$ cat config.mk
export PLATFORM = sky130hd
export DESIGN_NAME = audio_level_meter
export DESIGN_NICKNAME = d
export VERILOG_FILES = /design/src/rtl/audio_meter_pkg.sv /design/src/rtl/audio_level_meter_led_bar.sv /design/src/rtl/audio_level_meter.sv
export SDC_FILE = /design/constraint.sdc
export NUM_CORES = 1
export LEC_CHECK = 0
export BUFFER_PORTS_ARGS = -buffer_cell sky130_fd_sc_hd__buf_2
export CAP_MARGIN = 20
export CORE_MARGIN = 10
export CORE_UTILIZATION = 45
export CTS_CLUSTER_SIZE = 28
export DETAILED_ROUTE_END_ITERATION = 10
export PLACE_DENSITY_LB_ADDON = 0.25
export SETUP_SLACK_MARGIN = 0.15
export SLEW_MARGIN = 25
export SYNTH_ARGS = -nofsm -noshare
export SYNTH_HDL_FRONTEND = slang
export SYNTH_HIERARCHICAL = 1
export SYNTH_SLANG_ARGS = --single-unit
$ cat constraint.sdc
create_clock -name clk -period 3.95 [get_ports clk]
set_input_delay 0.5925 -clock clk [delete_from_list [all_inputs] [get_ports clk]]
set_output_delay 0.5925 -clock clk [all_outputs]
set_load 0.05 [all_outputs]
$ cat src/rtl/audio_meter_pkg.sv
`default_nettype none
`timescale 1ns/1ps
// ============================================================================
// Module   : audio_meter_pkg
// Brief    : Shared meter mode encoding and LED bar threshold helper.
// Revision : 1.0
// ============================================================================
package audio_meter_pkg;

    typedef enum logic [1:0] {
        MODE_INST = 2'd0,
        MODE_PEAK = 2'd1,
        MODE_MEAN = 2'd2,
        MODE_RSVD = 2'd3
    } meter_mode_e;

    typedef logic [63:0] u64_t;

    // Segment idx lights at floor((idx+1) * 2^data_width / (num_leds+1)).
    function automatic u64_t led_threshold(input int data_width, input int num_leds, input int idx);
        return (u64_t'(idx + 1) << data_width) / u64_t'(num_leds + 1);
    endfunction

endpackage
`default_nettype wire

$ cat src/rtl/audio_level_meter_led_bar.sv
`default_nettype none
`timescale 1ns/1ps
// ============================================================================
// Module   : led_bar_encoder
// Brief    : Registered linear thermometer encoding of a level value.
// Revision : 1.0
// ============================================================================
module led_bar_encoder
    import audio_meter_pkg::*;
#(
    parameter int DATA_WIDTH = 16,
    parameter int NUM_LEDS   = 18
) (
    input  logic                  clk,
    input  logic                  rst_n,
    input  logic [DATA_WIDTH-1:0] level,
    output logic [NUM_LEDS-1:0]   leds
);

    logic [NUM_LEDS-1:0] w_hit;

    for (genvar i = 0; i < NUM_LEDS; i++) begin : g_seg
        localparam logic [DATA_WIDTH-1:0] c_thresh =
            DATA_WIDTH'(led_threshold(DATA_WIDTH, NUM_LEDS, i));
        assign w_hit[i] = (level >= c_thresh);
    end

    always_ff @(posedge clk or negedge rst_n) begin
        if (!rst_n) begin
            leds <= '0;
        end else begin
            leds <= w_hit;
        end
    end

endmodule
`default_nettype wire

$ cat src/rtl/audio_level_meter.sv
`default_nettype none
`timescale 1ns/1ps
// ============================================================================
// Module   : audio_level_meter
// Brief    : Instantaneous / peak-hold / windowed-mean level meter with LED bar and clip.
// Revision : 1.0
// ============================================================================
module audio_level_meter
    import audio_meter_pkg::*;
#(
    parameter int DATA_WIDTH   = 16,
    parameter int NUM_LEDS     = 18,
    parameter int WINDOW_LOG2  = 10,
    parameter int HOLD_SAMPLES = 4800,
    parameter int DECAY_SHIFT  = 4,
    parameter int CLIP_THRESH  = 32000,
    parameter int CLIP_HOLD    = 24000
) (
    input  logic                  clk,
    input  logic                  rst_n,
    input  logic [DATA_WIDTH-1:0] sample,
    input  logic                  sample_valid,
    input  logic [1:0]            mode,
    output logic [DATA_WIDTH-1:0] level,
    output logic                  level_valid,
    output logic [NUM_LEDS-1:0]   leds,
    output logic                  clip
);

    localparam int c_acc_w  = DATA_WIDTH + WINDOW_LOG2;
    localparam int c_hold_w = (HOLD_SAMPLES > 0) ? $clog2(HOLD_SAMPLES + 1) : 1;
    localparam int c_clip_w = (CLIP_HOLD > 0) ? $clog2(CLIP_HOLD + 1) : 1;
    localparam logic [c_hold_w-1:0]   c_hold_init   = c_hold_w'(HOLD_SAMPLES);
    localparam logic [c_clip_w-1:0]   c_clip_init   = c_clip_w'(CLIP_HOLD);
    localparam logic [DATA_WIDTH-1:0] c_clip_thresh = DATA_WIDTH'(CLIP_THRESH);

    logic [DATA_WIDTH-1:0]  r_mag;
    logic                   r_s1_valid;
    meter_mode_e            r_mode;
    logic [DATA_WIDTH-1:0]  r_peak;
    logic [c_hold_w-1:0]    r_hold_cnt;
    logic [c_acc_w-1:0]     r_acc;
    logic [WINDOW_LOG2-1:0] r_cnt;
    logic [c_clip_w-1:0]    r_clip_cnt;
    logic [DATA_WIDTH-1:0]  r_level;
    logic                   r_level_valid;
    logic                   r_clip;

    logic [DATA_WIDTH-1:0]  w_mag;
    meter_mode_e            w_mode_eff;
    logic                   w_mode_change;
    logic [DATA_WIDTH-1:0]  w_decay;
    logic [DATA_WIDTH-1:0]  w_peak_next;
    logic [c_hold_w-1:0]    w_hold_next;
    logic [c_acc_w-1:0]     w_mean_sum;
    logic                   w_wrap;

    // Most-negative input wraps to 2^(DATA_WIDTH-1), which fits unsigned.
    assign w_mag         = sample[DATA_WIDTH-1] ? (~sample + DATA_WIDTH'(1)) : sample;
    assign w_mode_eff    = (r_mode == MODE_RSVD) ? MODE_INST : r_mode;
    assign w_mode_change = (meter_mode_e'(mode) != r_mode);
    assign w_mean_sum    = r_acc + c_acc_w'(r_mag);
    assign w_wrap        = &r_cnt;

    always_comb begin
        w_peak_next = r_peak;
        w_hold_next = r_hold_cnt;
        w_decay     = r_peak >> DECAY_SHIFT;
        if (w_decay == '0) begin
            w_decay = DATA_WIDTH'(1);
        end
        if (r_mag > r_peak) begin
            w_peak_next = r_mag;
            w_hold_next = c_hold_init;
        end else if (r_hold_cnt != '0) begin
            w_hold_next = r_hold_cnt - c_hold_w'(1);
        end else if (r_peak != '0) begin
            w_peak_next = r_peak - w_decay;
        end
    end

    always_ff @(posedge clk or negedge rst_n) begin
        if (!rst_n) begin
            r_mag      <= '0;
            r_s1_valid <= 1'b0;
            r_mode     <= MODE_INST;
        end else begin
            r_s1_valid <= sample_valid;
            r_mode     <= meter_mode_e'(mode);
            if (sample_valid) begin
                r_mag <= w_mag;
            end
        end
    end

    always_ff @(posedge clk or negedge rst_n) begin
        if (!rst_n) begin
            r_peak        <= '0;
            r_hold_cnt    <= '0;
            r_level       <= '0;
            r_level_valid <= 1'b0;
        end else begin
            r_level_valid <= 1'b0;
            if (r_s1_valid) begin
                r_peak     <= w_peak_next;
                r_hold_cnt <= w_hold_next;
                case (w_mode_eff)
                    MODE_PEAK: begin
                        r_level       <= w_peak_next;
                        r_level_valid <= 1'b1;
                    end
                    MODE_MEAN: begin
                        if (w_wrap) begin
                            r_level       <= DATA_WIDTH'(w_mean_sum >> WINDOW_LOG2);
                            r_level_valid <= 1'b1;
                        end
                    end
                    default: begin
                        r_level       <= r_mag;
                        r_level_valid <= 1'b1;
                    end
                endcase
            end
        end
    end

    // The window restarts whenever the mode register changes value.
    always_ff @(posedge clk or negedge rst_n) begin
        if (!rst_n) begin
            r_acc <= '0;
            r_cnt <= '0;
        end else if (w_mode_change) begin
            r_acc <= '0;
            r_cnt <= '0;
        end else if (r_s1_valid) begin
            r_acc <= w_wrap ? '0 : w_mean_sum;
            r_cnt <= r_cnt + WINDOW_LOG2'(1);
        end
    end

    always_ff @(posedge clk or negedge rst_n) begin
        if (!rst_n) begin
            r_clip     <= 1'b0;
            r_clip_cnt <= '0;
        end else if (r_s1_valid) begin
            if (r_mag >= c_clip_thresh) begin
                r_clip     <= 1'b1;
                r_clip_cnt <= c_clip_init;
            end else if (r_clip_cnt > c_clip_w'(1)) begin
                r_clip_cnt <= r_clip_cnt - c_clip_w'(1);
            end else begin
                r_clip_cnt <= '0;
                r_clip     <= 1'b0;
            end
        end
    end

    led_bar_encoder #(
        .DATA_WIDTH (DATA_WIDTH),
        .NUM_LEDS   (NUM_LEDS)
    ) u_led_bar (
        .clk   (clk),
        .rst_n (rst_n),
        .level (r_level),
        .leds  (leds)
    );

    assign level       = r_level;
    assign level_valid = r_level_valid;
    assign clip        = r_clip;

endmodule
`default_nettype wire

After elaboration in Yosys (flattened, before gate mapping)
Index checks and enable logic that the tools add are counted.
{"block": "word_totals", "reg_bits": 135, "output_inout_bits": 36}
{"block": "op_classes", "addsub": 6, "magnitude_cmp": 21, "n_eq_ne": 6, "muxes": 22, "bitwise_logic": 1, "n_reduce_logical": 9}
{"cell": "$ge A16 B16 Y1 const B", "n": 9}
{"cell": "$ge A16 B15 Y1 const B", "n": 6}
{"cell": "$mux W16", "n": 5}
{"cell": "$mux W26", "n": 3}
{"cell": "$ge A16 B14 Y1 const B", "n": 2}
{"cell": "$pmux W16 S2", "n": 1}
{"cell": "$mux W15", "n": 2}
{"cell": "$add A26 B16 Y26", "n": 1}
{"cell": "$mux W13", "n": 2}
{"cell": "$mux W10", "n": 2}
{"cell": "$add A16 B1 Y16 const B", "n": 1}
{"cell": "$ge A16 B12 Y1 const B", "n": 1}
{"cell": "$ge A16 B13 Y1 const B", "n": 1}
{"cell": "$gt A16 B16 Y1", "n": 1}
{"cell": "$logic_not A16 Y1", "n": 1}
{"cell": "$not A16 Y16", "n": 1}
{"cell": "$reduce_bool A16 Y1", "n": 1}
{"cell": "$sub A16 B12 Y16", "n": 1}
{"cell": "$gt A15 B1 Y1 const B", "n": 1}
{"cell": "$sub A15 B1 Y15 const B", "n": 1}
{"cell": "$reduce_bool A13 Y1", "n": 1}
{"cell": "$sub A13 B1 Y13 const B", "n": 1}
{"cell": "$mux W12", "n": 1}
{"cell": "$add A10 B1 Y10 const B", "n": 1}
{"cell": "other kinds (9)", "n": 18}

Logic depth before layout (Yosys ltp)
{"block": "depth", "depth_word": 7, "depth_mapped": 15, "depth_no_buf": 14}

Hierarchy
Netlist, hierarchy kept.
{"module": "audio_level_meter", "instances": 1, "cells_each": 956, "area_per_inst_um2": 8155.3, "seq_area_each_um2": 2927.8}
{"module": "led_bar_encoder", "instances": 1, "cells_each": 170, "area_per_inst_um2": 1270.0, "seq_area_each_um2": 450.4}

Worst setup path before layout
No wires, ideal clock.
{"block": "synth_timing", "path_type": "reg2reg", "start": "register r_peak[12]", "end": "register r_level[14], in the netlist level[14]", "setup_time_ns": 0.076, "arrival_time_ns": 3.311, "required_time_ns": 3.874, "path_slack_ns": 0.562, "path_stages_with_launch": 16, "path_buffers": 1, "synth_period_minus_slack_ns": 3.388, "cell_sequence": "dfrtp_1 clkbuf_1 nor3_1 nand3_1 nand2_1 ha_1 inv_1 fa_1 a211oi_1 o211ai_1 a31oi_1 o21ai_1 or4_4 xnor2_2 o221a_1 o21ai_1"}
{"block": "synth_between", "elab_chain_cells": 7}
{"element": "from (decl)", "line": "audio_level_meter.sv:40", "rtl": "logic [DATA_WIDTH-1:0] r_peak;"}
{"element": "from (signal assigned)", "line": "audio_level_meter.sv:105", "rtl": "r_peak <= w_peak_next;"}
{"element": "$logic_not A16 Y1", "line": "audio_level_meter.sv:69", "rtl": "if (w_decay == '0) begin"}
{"element": "$mux W12", "line": "audio_level_meter.sv:69"}
{"element": "$sub A16 B12 Y16", "line": "audio_level_meter.sv:78", "rtl": "w_peak_next = r_peak - w_decay;"}
{"element": "$mux W16", "line": "audio_level_meter.sv:77", "rtl": "end else if (r_peak != '0) begin"}
{"element": "$mux W16", "line": "audio_level_meter.sv:75", "rtl": "end else if (r_hold_cnt != '0) begin"}
{"element": "$mux W16 (*)", "line": "audio_level_meter.sv:72", "rtl": "if (r_mag > r_peak) begin"}
{"element": "$pmux W16 S2 (*)", "line": "audio_level_meter.sv:107", "rtl": "case (w_mode_eff)"}
{"element": "to (signal assigned)", "line": "audio_level_meter.sv:109", "rtl": "r_level <= w_peak_next;"}
{"element": "to (signal assigned)", "line": "audio_level_meter.sv:114", "rtl": "r_level <= DATA_WIDTH'(w_mean_sum >> WINDOW_LOG2);"}
{"element": "to (signal assigned)", "line": "audio_level_meter.sv:119", "rtl": "r_level <= r_mag;"}
{"element": "to (decl)", "line": "audio_level_meter.sv:45", "rtl": "logic [DATA_WIDTH-1:0] r_level;"}
Mark *: on every way between the ends. The rest lies on a longest branch, timed or not.
A chain may end at the register's enable or synchronous reset.

Worst setup path after layout
{"block": "layout_timing", "start": "register r_peak[10]", "end": "register r_level[14], in the netlist level[14]"}
The elaborated chain is that of the path after synthesis.

==> flow_summary.yaml <==
outcome:
  status: "finished clean"
route:
  via_per_inst: 6.08
  antenna_left: 0
  drt_first_pass_iters: 5
  vias: 8736
  drt_wl_total_mm: 26.9
  drtIter0Drc: 720
  drt_drc_violations_left: 0
  wl_per_cell_um: 18.7
grt:
  grt_pass1_wl_mm: 43.4
  grt_max_degree: 88
  antenna_found_initial: 0
  overflow: 0
  grt_pass1_vias: 8023
  grt_usage_pct: 19.9
synth:
  synth_fp_nets: 1200
  syn_area_per_cell_um2: 8.37
  ys.flop_type: "dfrtp_1"
  synth-seq-area-share_pct: 35.8
  synth_edf_count: 0
  ys_ff_latch: 135
  ys_async_sr_fraction_pct: 100
  synth_cell_types: 78
  synthCells: 1126
  yosys_warnings: 6
  synthesis.area_um2: 9430
placement:
  place.port_buffers: 56
  place_worst_setup_slack_ps: 405
  gp_congestion: 0.924
  hpwl_mm: 18.6
timing:
  worst_pin_slew_ps: 831
  fin_ws_ps: 457
  setup_viol: 0
  finalSetupTns_ps: 0
  finalCritPeriodShare_pct: 88.4
  clock.fmax_mhz: 286
  max_slew_margin_pct: 43.9
  fin_skew_ps: 10.3
  min_period_ps: 3490
  hold_viol_final: 0
  rsz0062_at_grt: "no"
  slew_viol_final: 0
worst_setup_path:
  path_max_fanout: 5
  cp.arrival_ps: 3830
  critPathKind: "reg2reg"
  cp.required_ps: 4290
  start_kind: "flip-flop"
  cp-end-kind: "flip-flop"
job:
  cap_violations: 0
floorplanning:
  core_area_um2: 20400
  dieWidth_um: 165
  dieArea_um2: 27100
  pin_count: 57
  initial_core_util_pct: 46.1
  die_h_um: 165
  num_rows: 52
pwr:
  pwr_density_cell_nw_per_um2: 670
  sw_frac_of_total_pct: 44.0
  p_seq_share_pct: 30.9
  p_switching_mw: 3.13
  clkPwrFrac_pct: 24.5
  p_int_mw: 3.97
  peakVddDrop_uv: 332
  total_leakage_power_nw: 4.60
  combPwrFrac_pct: 44.6
layout:
  mostFrequentLayoutCell: "dfrtp_1"
  antennaDiodeCount: 0
  fill_cells: 1951
  syn_to_final_growth_pct: 12.4
  drive_above_1_share_pct: 11.7
  mostFrequentLayoutCells: "dfrtp_1 (134), nand2_1 (122), o21ai_0 (108)"
  fin_nets: 1229
cts:
  cts_sinks: 135
  insertion_delay_ps: 420
  cts-root-buf: "clkbuf_16"
  cts_max_path_buffers: 2
  numCtsBuffers: 17
  cts_setup_buffers: 0
  clk_pin_slew_worst_paths_ps: 60
  cts-htree-levels: 4
  cts-hold-fix-buffers: 0
  cts_tree: "yes"
worst_hold_path:
  hold_path.class: "in2async"
-- worst max-delay path, cell delays in order (launching register included) --
cell,delay (ps)
dfrtp_1,420
nor4_1,310
nand3_1,150
nand2_1,100
ha_1,160
inv_1,60
fa_1,440
a211oi_2,310
o211ai_1,200
a31oi_1,200
o21ai_1,130
or4_4,470
xnor2_2,150
o221a_1,200
o21ai_1,120
-- cell type report --
cell class | count | area (um2) | area share, %
flip-flops and latches | 135 | 3380 | 31.9
repair buffers | 75 | 429 | 4.05
multi-input cells | 868 | 5590 | 52.8
well taps | 270 | 338 | 3.19
inverters | 58 | 218 | 2.06
clock buffers | 20 | 467 | 4.41
clock inverters | 11 | 171 | 1.62
-- synth_stat cells (6+ instances only) --
| library cell | number | area share, % |
|---|---|---|
| a211o_1 | 6 | 0.56 |
| a211oi_1 | 13 | 1.0 |
| a21o_1 | 13 | 1.0 |
| a21oi_1 | 63 | 3.3 |
| a22o_1 | 15 | 1.4 |
| a31oi_1 | 24 | 1.6 |
| and3_1 | 6 | 0.40 |
| buf_2 | 7 | 0.37 |
| clkbuf_1 | 53 | 2.1 |
| dfrtp_1 | 135 | 36 |
| ha_1 | 51 | 6.8 |
| inv_1 | 58 | 2.3 |
| mux2_2 | 11 | 1.3 |
| mux2i_1 | 9 | 0.96 |
| nand2_1 | 122 | 4.9 |
| nand2b_1 | 6 | 0.40 |
| nand3_1 | 39 | 2.1 |
| nand3b_1 | 17 | 1.4 |
| nand4_1 | 22 | 1.5 |
| nor2_1 | 93 | 3.7 |
| nor3_1 | 18 | 0.96 |
| nor4_1 | 15 | 1.0 |
| o211ai_1 | 14 | 1.1 |
| o21a_1 | 9 | 0.72 |
| o21ai_0 | 108 | 5.7 |
| o21ai_1 | 21 | 1.1 |
| o31ai_1 | 10 | 0.80 |
| or3_1 | 11 | 0.73 |
| xnor2_1 | 26 | 2.4 |
| xor2_1 | 31 | 2.9 |
-- registers in the layout (all words and copies together) (netlist names) --
signal and cells:
level 16, r_s1_valid 1, r_cnt 10, r_clip_cnt 15
clip 1, r_mode 2, u_led_bar/leds 18, r_acc 26
r_mag 16, r_peak 16, r_hold_cnt 13, level_valid 1
-- worst paths after layout --
check                                 from            endpoint  slack [ps]  cells past startpoint
min in group clk                   mode[0]           r_mode[0]         300                      1
worst min-delay path                 rst_n  u_led_bar/leds[12]         220                      1
worst max-delay path            r_peak[10]           level[14]         460                     14
worst max register to register  r_peak[10]           level[14]         460                     14
max in group asynchronous            rst_n       r_hold_cnt[2]        2830                      2
worst min register to register    r_acc[9]            r_acc[9]         490                      2
-- per-layer routing --
layer | track usage, % | wire (um) | share of wire, %
met1 | 27.6 | 12400 | 46
met2 | 30.6 | 12200 | 45
met3 | 3.39 | 1650 | 6.1
met4 | 6.84 | 680 | 2.5
met5 | 0 | 0 | 0
-- power groups by stage --
stage               Combinational (mW)  Clock, mW  Sequential, mW
global placement                  3.08          0            2.18
detailed placement                3.09          0            2.19
floorplan                         2.17          0            2.27
finish                            3.17       1.74            2.19
CTS                               3.12       1.77            2.17
global route                      3.50       1.83            2.25
-- metrics by stage --
step	std cells	utilization (%)	total power [mW]	cell area, um2	hold WS (ps)
finish	1437	51.8	7.10	10600	220
global route	1437	51.8	7.58	10600	280
CTS	1437	51.8	7.06	10600	272
detailed placement	1406	48.7	5.29	9940	475
global placement	1406	48.7	5.26	9940	456
floorplan	1126	-	4.44	9430	297
-- logic make-up (layout without fill, tap and decap cells) --
logic type / count (synthesis) / in the layout / share of synthesized area (%)
AOI/OAI and AO/OA: 356 / 356 / 24.3
muxes: 21 / 21 / 2.39
and+or+nand+nor: 380 / 380 / 19.8
xor gates and xnor gates: 58 / 58 / 5.47
buffers and inverters: 123 / 164 / 4.99
adders and majority gates: 53 / 53 / 7.20
DFF: 135 / 135 / 35.8
-- repair_timing --
| action | in CTS | in global routing |
|---|---|---|
| endpoints found under the setup margin | 0 | 1 |
| resized for setup | 0 | 2 |
| hold endpoints to repair | 0 | 0 |
(Power assumes the default switching activity.)
